$ cat src/rtl/sram_port0_ctrl.sv
// -----------------------------------------------------------------------------
// sram_port0_ctrl
//
// Bus-side initiator for RW port 0 of the sram macro. The macro registers its
// inputs on posedge clk and updates dout0 on the following negedge, so a
// request accepted at posedge T has its read data available at posedge T+1.
//
// Each accepted request becomes one single-cycle macro access (none if
// misaligned). Exactly one response per request is pushed into a small
// response FIFO one cycle after acceptance, and responses leave in order.
//
// Handshake rules (both channels): a transfer happens on a posedge where
// valid && ready are both high. Valid, once raised by a source, is not
// expected to depend on ready. req_ready_o depends combinationally on
// rsp_ready_i so that a full FIFO being drained still sustains one request
// per cycle.
//
// Optional feature macro: SRAM_CTRL_ZERO_INIT_EN
//   defined   - after reset a sweep writes zero to words 0..RAM_DEPTH-1, one
//               per cycle, before init_done_o rises and requests are taken.
//   undefined - no sweep; init_done_o rises on the first edge after reset.
//
// Ports:
//   clk_i, rst_i          clock (also macro clk0), async active-high reset
//   req_*                 request channel: valid/ready, we, byte addr, be, wdata
//   rsp_*                 response channel: valid/ready, rdata, err
//   init_done_o           controller is accepting requests
//   sram_*0_o / _i        macro port 0: csb0, web0, wmask0, addr0, din0, dout0
// -----------------------------------------------------------------------------
module sram_port0_ctrl #(
    parameter int NUM_WMASKS = 4,
    parameter int DATA_WIDTH = 32,
    parameter int ADDR_WIDTH = 10,
    parameter int RAM_DEPTH  = 1 << ADDR_WIDTH,
    parameter int RSP_DEPTH  = 2
) (
    input  logic                  clk_i,
    input  logic                  rst_i,
    input  logic                  req_valid_i,
    output logic                  req_ready_o,
    input  logic                  req_we_i,
    input  logic [ADDR_WIDTH+1:0] req_addr_i,
    input  logic [NUM_WMASKS-1:0] req_be_i,
    input  logic [DATA_WIDTH-1:0] req_wdata_i,
    output logic                  rsp_valid_o,
    input  logic                  rsp_ready_i,
    output logic [DATA_WIDTH-1:0] rsp_rdata_o,
    output logic                  rsp_err_o,
    output logic                  init_done_o,
    output logic                  sram_csb0_o,
    output logic                  sram_web0_o,
    output logic [NUM_WMASKS-1:0] sram_wmask0_o,
    output logic [ADDR_WIDTH-1:0] sram_addr0_o,
    output logic [DATA_WIDTH-1:0] sram_din0_o,
    input  logic [DATA_WIDTH-1:0] sram_dout0_i
);

    localparam int CNT_W = $clog2(RSP_DEPTH + 1);
    localparam int PTR_W = $clog2(RSP_DEPTH);

    // Elaboration-time parameter sanity.
    if (DATA_WIDTH != 8 * NUM_WMASKS || RSP_DEPTH < 2 ||
        RAM_DEPTH < 1 || RAM_DEPTH > (1 << ADDR_WIDTH)) begin : g_bad_params
        $error("sram_port0_ctrl: inconsistent parameters");
    end

    // -------------------------------------------------------------------------
    // Request side
    // -------------------------------------------------------------------------
    logic                  accept;
    logic                  aligned;
    logic                  pop;
    logic                  push;
    logic [CNT_W:0]        occupancy;

    // Response FIFO state
    logic [CNT_W-1:0]      fifo_count;
    logic [PTR_W-1:0]      head;
    logic [PTR_W-1:0]      tail;
    logic [DATA_WIDTH-1:0] fifo_data [RSP_DEPTH];
    logic                  fifo_err  [RSP_DEPTH];

    // One request in the macro pipeline (accepted last cycle, response not yet
    // pushed). A request carries its own slot reservation through here.
    logic                  inflight;
    logic                  inflight_we;
    logic                  inflight_err;
    logic [DATA_WIDTH-1:0] push_rdata;

    assign aligned = (req_addr_i[1:0] == 2'b00);
    assign pop     = rsp_valid_o && rsp_ready_i;
    assign accept  = req_valid_i && req_ready_o;
    assign push    = inflight;

    // Slots committed once this cycle's pop retires; a new request is only
    // taken if its response is guaranteed a slot at the next edge.
    assign occupancy   = {1'b0, fifo_count} + (CNT_W+1)'(inflight) - (CNT_W+1)'(pop);
    assign req_ready_o = init_done_o && (occupancy < (CNT_W+1)'(RSP_DEPTH));

    // Only aligned reads return macro data; writes and errors return zero.
    assign push_rdata = (!inflight_we && !inflight_err) ? sram_dout0_i : '0;

    function automatic logic [PTR_W-1:0] ptr_inc(input logic [PTR_W-1:0] p);
        return (p == PTR_W'(RSP_DEPTH - 1)) ? '0 : p + PTR_W'(1);
    endfunction

    // -------------------------------------------------------------------------
    // Initialisation control
    // -------------------------------------------------------------------------
`ifdef SRAM_CTRL_ZERO_INIT_EN
    typedef enum logic {
        S_INIT = 1'b0,
        S_IDLE = 1'b1
    } state_t;

    localparam logic [ADDR_WIDTH-1:0] LAST_WORD = ADDR_WIDTH'(RAM_DEPTH - 1);

    state_t                state;
    logic [ADDR_WIDTH-1:0] init_cnt;

    // Sweep FSM: one zero-write per cycle; init_done_o rises on the edge that
    // completes the write to the last word.
    always_ff @(posedge clk_i or posedge rst_i) begin
        if (rst_i) begin
            state       <= S_INIT;
            init_cnt    <= '0;
            init_done_o <= 1'b0;
        end else begin
            case (state)
                S_INIT: begin
                    init_cnt <= init_cnt + ADDR_WIDTH'(1);
                    if (init_cnt == LAST_WORD) begin
                        state       <= S_IDLE;
                        init_done_o <= 1'b1;
                    end
                end
                S_IDLE: begin
                    init_done_o <= 1'b1;
                end
                default: begin
                    state       <= S_INIT;
                    init_cnt    <= '0;
                    init_done_o <= 1'b0;
                end
            endcase
        end
    end
`else
    always_ff @(posedge clk_i or posedge rst_i) begin
        if (rst_i) begin
            init_done_o <= 1'b0;
        end else begin
            init_done_o <= 1'b1;
        end
    end
`endif

    // -------------------------------------------------------------------------
    // Macro drive: combinational from the request accepted this cycle, so the
    // macro samples it on the same edge that accepts the request.
    // -------------------------------------------------------------------------
    always_comb begin
        sram_csb0_o   = 1'b1;
        sram_web0_o   = 1'b1;
        sram_wmask0_o = '0;
        sram_addr0_o  = '0;
        sram_din0_o   = '0;
`ifdef SRAM_CTRL_ZERO_INIT_EN
        if (state == S_INIT) begin
            sram_csb0_o   = 1'b0;
            sram_web0_o   = 1'b0;
            sram_wmask0_o = '1;
            sram_addr0_o  = init_cnt;
            sram_din0_o   = '0;
        end else
`endif
        if (accept && aligned) begin
            sram_csb0_o   = 1'b0;
            sram_web0_o   = !req_we_i;
            sram_wmask0_o = req_be_i;
            sram_addr0_o  = req_addr_i[ADDR_WIDTH+1:2];
            sram_din0_o   = req_wdata_i;
        end
        // The chip select must be inactive throughout reset, independent of
        // whatever the sweep state or request inputs look like.
        if (rst_i) begin
            sram_csb0_o = 1'b1;
            sram_web0_o = 1'b1;
        end
    end

    // -------------------------------------------------------------------------
    // Inflight tracking and FIFO pointers
    // -------------------------------------------------------------------------
    always_ff @(posedge clk_i or posedge rst_i) begin
        if (rst_i) begin
            inflight     <= 1'b0;
            inflight_we  <= 1'b0;
            inflight_err <= 1'b0;
            fifo_count   <= '0;
            head         <= '0;
            tail         <= '0;
        end else begin
            inflight     <= accept;
            inflight_we  <= accept && req_we_i;
            inflight_err <= accept && !aligned;
            if (push) begin
                tail <= ptr_inc(tail);
            end
            if (pop) begin
                head <= ptr_inc(head);
            end
            fifo_count <= fifo_count + CNT_W'(push) - CNT_W'(pop);
        end
    end

    // FIFO storage needs no reset: entries are only visible while counted.
    always_ff @(posedge clk_i) begin
        if (push) begin
            fifo_data[tail] <= push_rdata;
            fifo_err[tail]  <= inflight_err;
        end
    end

    assign rsp_valid_o = (fifo_count != '0);
    assign rsp_rdata_o = rsp_valid_o ? fifo_data[head] : '0;
    assign rsp_err_o   = rsp_valid_o ? fifo_err[head]  : 1'b0;

endmodule

$ cat config.mk
export PLATFORM = sky130hd
export DESIGN_NAME = sram_port0_ctrl
export DESIGN_NICKNAME = d
export VERILOG_FILES = /design/src/rtl/sram_port0_ctrl.sv
export SDC_FILE = /design/constraint.sdc
export NUM_CORES = 1
export LEC_CHECK = 0
export CAP_MARGIN = 20
export CORE_MARGIN = 1.5
export CORE_UTILIZATION = 28
export DETAILED_ROUTE_END_ITERATION = 7
export PLACE_DENSITY_LB_ADDON = 0.12
export SLEW_MARGIN = 20
export SYNTH_ARGS = -nofsm -noshare
export SYNTH_HDL_FRONTEND = slang
export SYNTH_SLANG_ARGS = --single-unit
export TNS_END_PERCENT = 20
$ cat constraint.sdc
create_clock -name clk_i -period 5.8 [get_ports clk_i]
set_clock_uncertainty 0.05 [all_clocks]
set_input_delay 1.45 -clock clk_i [delete_from_list [all_inputs] [get_ports clk_i]]
set_output_delay 1.45 -clock clk_i [all_outputs]
set_load 0.1 [all_outputs]
Yosys cells after proc, flatten, opt, wreduce, memory -nomap -nowiden

Memories as Yosys holds them, arrays and structs flattened.
Cells that the tools add are included.

$add $sub $neg: 6
Equal/unequal tests: 0
Div/mod/pow operators: 0
Reductions and logical operators: 13
Bitwise logic cells: 0
Order comparisons: 1
Multiplexer cells: 14
Multiply operators: 0
Shift-type cells: 0

Operators by type and width:

| operator              | count |
|---|---|
| $mux W32              | 3 |
| $mux W10              | 1 |
| $mux W1               | 9 |
| $logic_and A1 B1 Y1   | 7 |
| $logic_not A1 Y1      | 4 |
| $mux W4               | 1 |
| $add A2 B1 Y3         | 1 |
| $lt A3 B2 Y1 const B  | 1 |
| $sub A3 B1 Y3         | 1 |
| $add A1 B1 Y1 const B | 2 |
| $add A2 B1 Y2         | 1 |
| $logic_not A2 Y1      | 1 |
| $reduce_bool A2 Y1    | 1 |
| $sub A2 B1 Y2         | 1 |

Output and inout port bits: 84
Register bits after elaboration: 8
Memory bits (writable): 66
ROM bits: 0
Bits in latches: 0
Logic and storage cells: 43
Memories: 2
Input port bits: 85

Memories:

| name      | depth | width | read ports | clocked after Yosys merged registers in | write ports | RTL line | RTL |
|---|---|---|---|---|---|---|---|
| fifo_data | 2     | 32    | 1          | 0                                       | 1           | 80       | `logic [DATA_WIDTH-1:0] fifo_data [RSP_DEPTH];` |
| fifo_err  | 2     | 1     | 1          | 0                                       | 1           | 81       | `logic fifo_err [RSP_DEPTH];` |

Depth between registers and ports, before layout

Word-level depth: 9
Gate-level depth with buffers: 11
Mapped depth without buffers: 9

Worst setup path after synthesis

Ideal clock, no wire load.

Kind: input to output
Start: input rsp_ready_i
End: output sram_web0_o
Arrival: 3.984 ns
Required time: 4.300 ns
Stages: 10
Path buffers: 1
Slack: 0.316 ns
Cell sequence: o21ai_0 -> inv_1 -> ha_1 -> inv_1 -> ha_1 -> inv_1 -> fa_1 -> and3_1 -> clkbuf_1 -> nand4_1

Word-level cells in the longest chain between the ends: 8

RTL lines:

| what                | RTL line | RTL |
|---|---|---|
| from (decl)         | 46       | `input logic rsp_ready_i,` |
| $logic_and A1 B1 Y1 | 91       | `assign pop = rsp_valid_o && rsp_ready_i;` |
| net pop             | 72       | `logic pop;` |
| $sub A3 B1 Y3       | 97       | `assign occupancy = {1'b0, fifo_count} + (CNT_W+1)'(inflight) - (CNT_W+1)'(pop);` |
| $lt A3 B2 Y1        | 98       | `assign req_ready_o = init_done_o && (occupancy < (CNT_W+1)'(RSP_DEPTH));` |
| $logic_and A1 B1 Y1 | 98       |  |
| $logic_and A1 B1 Y1 | 92       | `assign accept = req_valid_i && req_ready_o;` |
| $logic_and A1 B1 Y1 | 177      | `if (accept && aligned) begin` |
| $mux W1             | 177      |  |
| $mux W1             | 186      | `if (rst_i) begin` |
| to (decl)           | 51       | `output logic sram_web0_o,` |

The timed path passes the listed nets, and every way through them passes these cells.

Worst setup path in the final report

Start: input rsp_ready_i
End: output sram_din0_o[8]

Word-level cells in the longest chain between the ends: 7

RTL lines:

| what                | RTL line | RTL |
|---|---|---|
| $logic_and A1 B1 Y1 | 91       |  |
| net pop             | 72       |  |
| $sub A3 B1 Y3       | 97       |  |
| $lt A3 B2 Y1        | 98       |  |
| $logic_and A1 B1 Y1 | 98       |  |
| $logic_and A1 B1 Y1 | 92       |  |
| $logic_and A1 B1 Y1 | 177      |  |
| $mux W32            | 177      |  |
| to (decl)           | 54       | `output logic [DATA_WIDTH-1:0] sram_din0_o,` |

The timed path passes the listed nets, and every way through them passes these cells.

==> impl_results.md <==
- Avg Inst Size Synth: 13.0 sq um
- HP Start: inflight
- Post-route ant nets: 0
- Reg-to-reg startpoint: fifo_count[1]
- TritonCTS buffer count: 9
- Crit share post-route: 0.951
- Max Clock Freq: 181 MHz
- Post-synth net total: 361
- Final Hold Viols: 0
- Nets@finish: 519
- HPWL after DPL: 6.82 mm
- DRC Markers: 0
- Post-route setup slack: 0.285 ns
- CP most frequent cell: inv_1
- Startpoint class of the critical path: input pin
- WS Path Type: input pin to output port
- Largest net degree at the start of global routing: 51
- Post-Syn Area: 0.00356 sq mm
- Die width: 116 um
- Layout cells sized above 1: 0.172
- R2r endpoint: inflight_we
- Post_cts resized: 0
- Mapped Cells: 273
- Crit path capture type: output port
- Final Max Slew Viols: 0
- Reg2Reg Setup Slack: 3.15 ns
- ANT cells: 0
- Max-cap violation count: 0
- Worst path slowest cell: fa_1
- Yosys cell types: 24
- Area of the multi-input gates: 0.00125 sq mm
- Placement Rows: 41
- Min-Delay Endpoint: tail
- Seq cells post-synth: 74
- CP Buf/Inv Count: 6
- Worst-path clk slew: 0.06 ns
- Hold path depth: 1
- Core region area: 0.0125 sq mm
- Setup WS pre-CTS: 0.294 ns
- Yosys warns: 0
- First-pass GRT wire length: 14.3 mm
- Die area: 0.0134 sq mm
- RSZ-0062 raised after global routing: no
- # fillers: 1176
- Status: finished, final reports clean
- Max incr delay on CP: 0.53 ns
- Reg2reg path depth: 10
- DRT Pass-1 Iters: 4
- Total I/O pin count: 169
- Post-CTS setup buffers: 0
- Sequential cell area: 0.00218 sq mm
- Required time of the critical path: 4.30 ns
- GP Congestion: 0.685
- Syn-to-layout area delta: 75.3%
- Leak: 0.00236 uW
- CTS Hold Bufs: 0
- Tmin final: 5.51 ns
- WL final: 9.85 mm
- HP Class: register to register
- Worst skew pair latency: 0.33 ns
- Clock Sinks: 74
- CP Depth: 12
- Max-slew headroom: 0.285
- Final TNS setup: 0 ns
- # port buffers: 168
- DP Area: 0.00590 sq mm
- CTS Root Buffer Type: clkbuf_16
- Delay-heaviest family, CP: buffers and inverters
- Die Y: 116 um
- TritonCTS clock tree: built
- Starting Density: 0.285
- Vias per cell: 4.44
- Final setup viols: 0
- Initial antenna violation count: 0
- Routed length per instance: 16.2 um
- Pwr Density: 567 mW/mm^2
- Total track usage: 0.143
- CP cell instances: clkdlybuf4s50_1 -> o21ai_0 -> inv_1 -> ha_1 -> inv_1 -> ha_1 -> inv_1 -> fa_1 -> and3_1 -> buf_12 -> and4_1 -> buf_12
- Vias: 2701
- Worst-path maximum fanout: 49
- Async set-or-reset flop fraction in the synthesized netlist: 0.108
- Number of global-route vias before repair: 2594
- Synth Flop Type: edfxtp_1
- Remaining Overflow, GRT: 0
- Number of DRC markers in iteration 0: 100
- Worst Max-Slew Pin Slew: 1.07 ns
- Design area: 0.00624 sq mm
- Seq/Total Area, Yosys: 0.613
- Number of flops mapped to enable cells by yosys: 66
- Worst IR Drop VDD: 0.386 mV
- Max Buffers Root-to-Sink: 2
- Arrival time at the worst endpoint: 4.01 ns
- H-tree depth: 3
[worst reg2reg max path, stage by stage (launching register included)]
cell and delay [ns]:
dfrtp_1 0.48, o21ai_0 0.32, inv_1 0.08, ha_1 0.29, inv_1 0.06, ha_1 0.13, inv_1 0.05, fa_1 0.53
and3_1 0.21, buf_12 0.21, and3_1 0.17
[flip-flops by register name (all words and copies together) (netlist names)]
| signal | cells |
|---|---|
| fifo_err | 2 |
| inflight_we | 1 |
| inflight | 1 |
| head | 1 |
| fifo_count | 2 |
| fifo_data | 64 |
| init_done_o | 1 |
| tail | 1 |
| inflight_err | 1 |
[final cells by class]
type                    count  share of cell area
repair buffers            172               0.360
well taps                 172              0.0345
multi-input cells         167               0.201
flip-flops and latches     74               0.350
clock buffers              10              0.0367
clock inverters             6              0.0144
inverters                   7             0.00421
[cells by family (layout without fill, tap and decap cells)]
kind of cell,Yosys count,count (layout),synth area share
buffers and inverters,32,195,0.0425
other,1,1,0.00105
muxes,33,33,0.0927
DFF,74,74,0.613
and+or+nand+nor,125,125,0.225
adders and majority gates,3,3,0.0126
xor gates and xnor gates,4,4,0.0119
AOI/OAI and AO/OA,1,1,0.00140
[stage by stage]
step / instances / utilization / hold WS, ns / total power (uW)
after CTS: 607 / 0.497 / 0.422 / 3570
after global routing: 608 / 0.499 / 0.465 / 3680
final: 608 / 0.499 / 0.421 / 3540
after global placement: 591 / 0.471 / 0.415 / 2960
after floorplan: 273 / - / 0.393 / 2390
after detailed placement: 591 / 0.471 / 0.421 / 2970
[cell usage in the layout, fill, tap and decap left out, types with 7 or more instances in the layout]
cell / count
nor2_1: 34
inv_1: 7
and2_1: 32
buf_12: 51
mux2i_1: 33
clkdlybuf4s50_1: 119
and4_1: 46
edfxtp_1: 66
clkbuf_16: 9
dfrtp_1: 7
[report_power, final]
group / leakage, uW / switching, uW / internal, uW
Sequential: 0.000697 / 101 / 713
Combinational: 0.00151 / 1560 / 577
Clock: 0.000153 / 210 / 378
Total: 0.00236 / 1870 / 1670
[layer usage]
metal  part of all wire  up-vias  wire length (um)  track usage
li1                   -     1322                 -            -
met1               0.41     1299              4070        0.179
met2               0.53       67              5230        0.241
met3              0.039       13               384       0.0345
met4              0.017        0               170       0.0480
met5                  0        -                 0            0
[cell usage after synthesis, types with 2 or more instances]
library cell  count  area [sq um]
clkbuf_2          4          20.0
nor2_1           37           139
dfrtp_1           8           200
mux2i_1          33           330
and3_1            3          18.8
and2_1           33           206
buf_4             5          37.5
inv_1             7          26.3
and4_1           46           403
nand4_1           2          12.5
clkbuf_1         10          37.5
buf_2             6          30.0
ha_1              2          25.0
xor2_1            2          17.5
edfxtp_1         66          1980
[worst max-delay path by stage]
stage | start | end
finish | rsp_ready_i | sram_din0_o[8]
global route | rsp_ready_i | sram_din0_o[7]
CTS | rsp_ready_i | sram_din0_o[7]
global placement | rsp_ready_i | sram_din0_o[10]
detailed placement | rsp_ready_i | sram_din0_o[7]
floorplan | rsp_ready_i | sram_web0_o
Power figures use the tool's default switching activity.
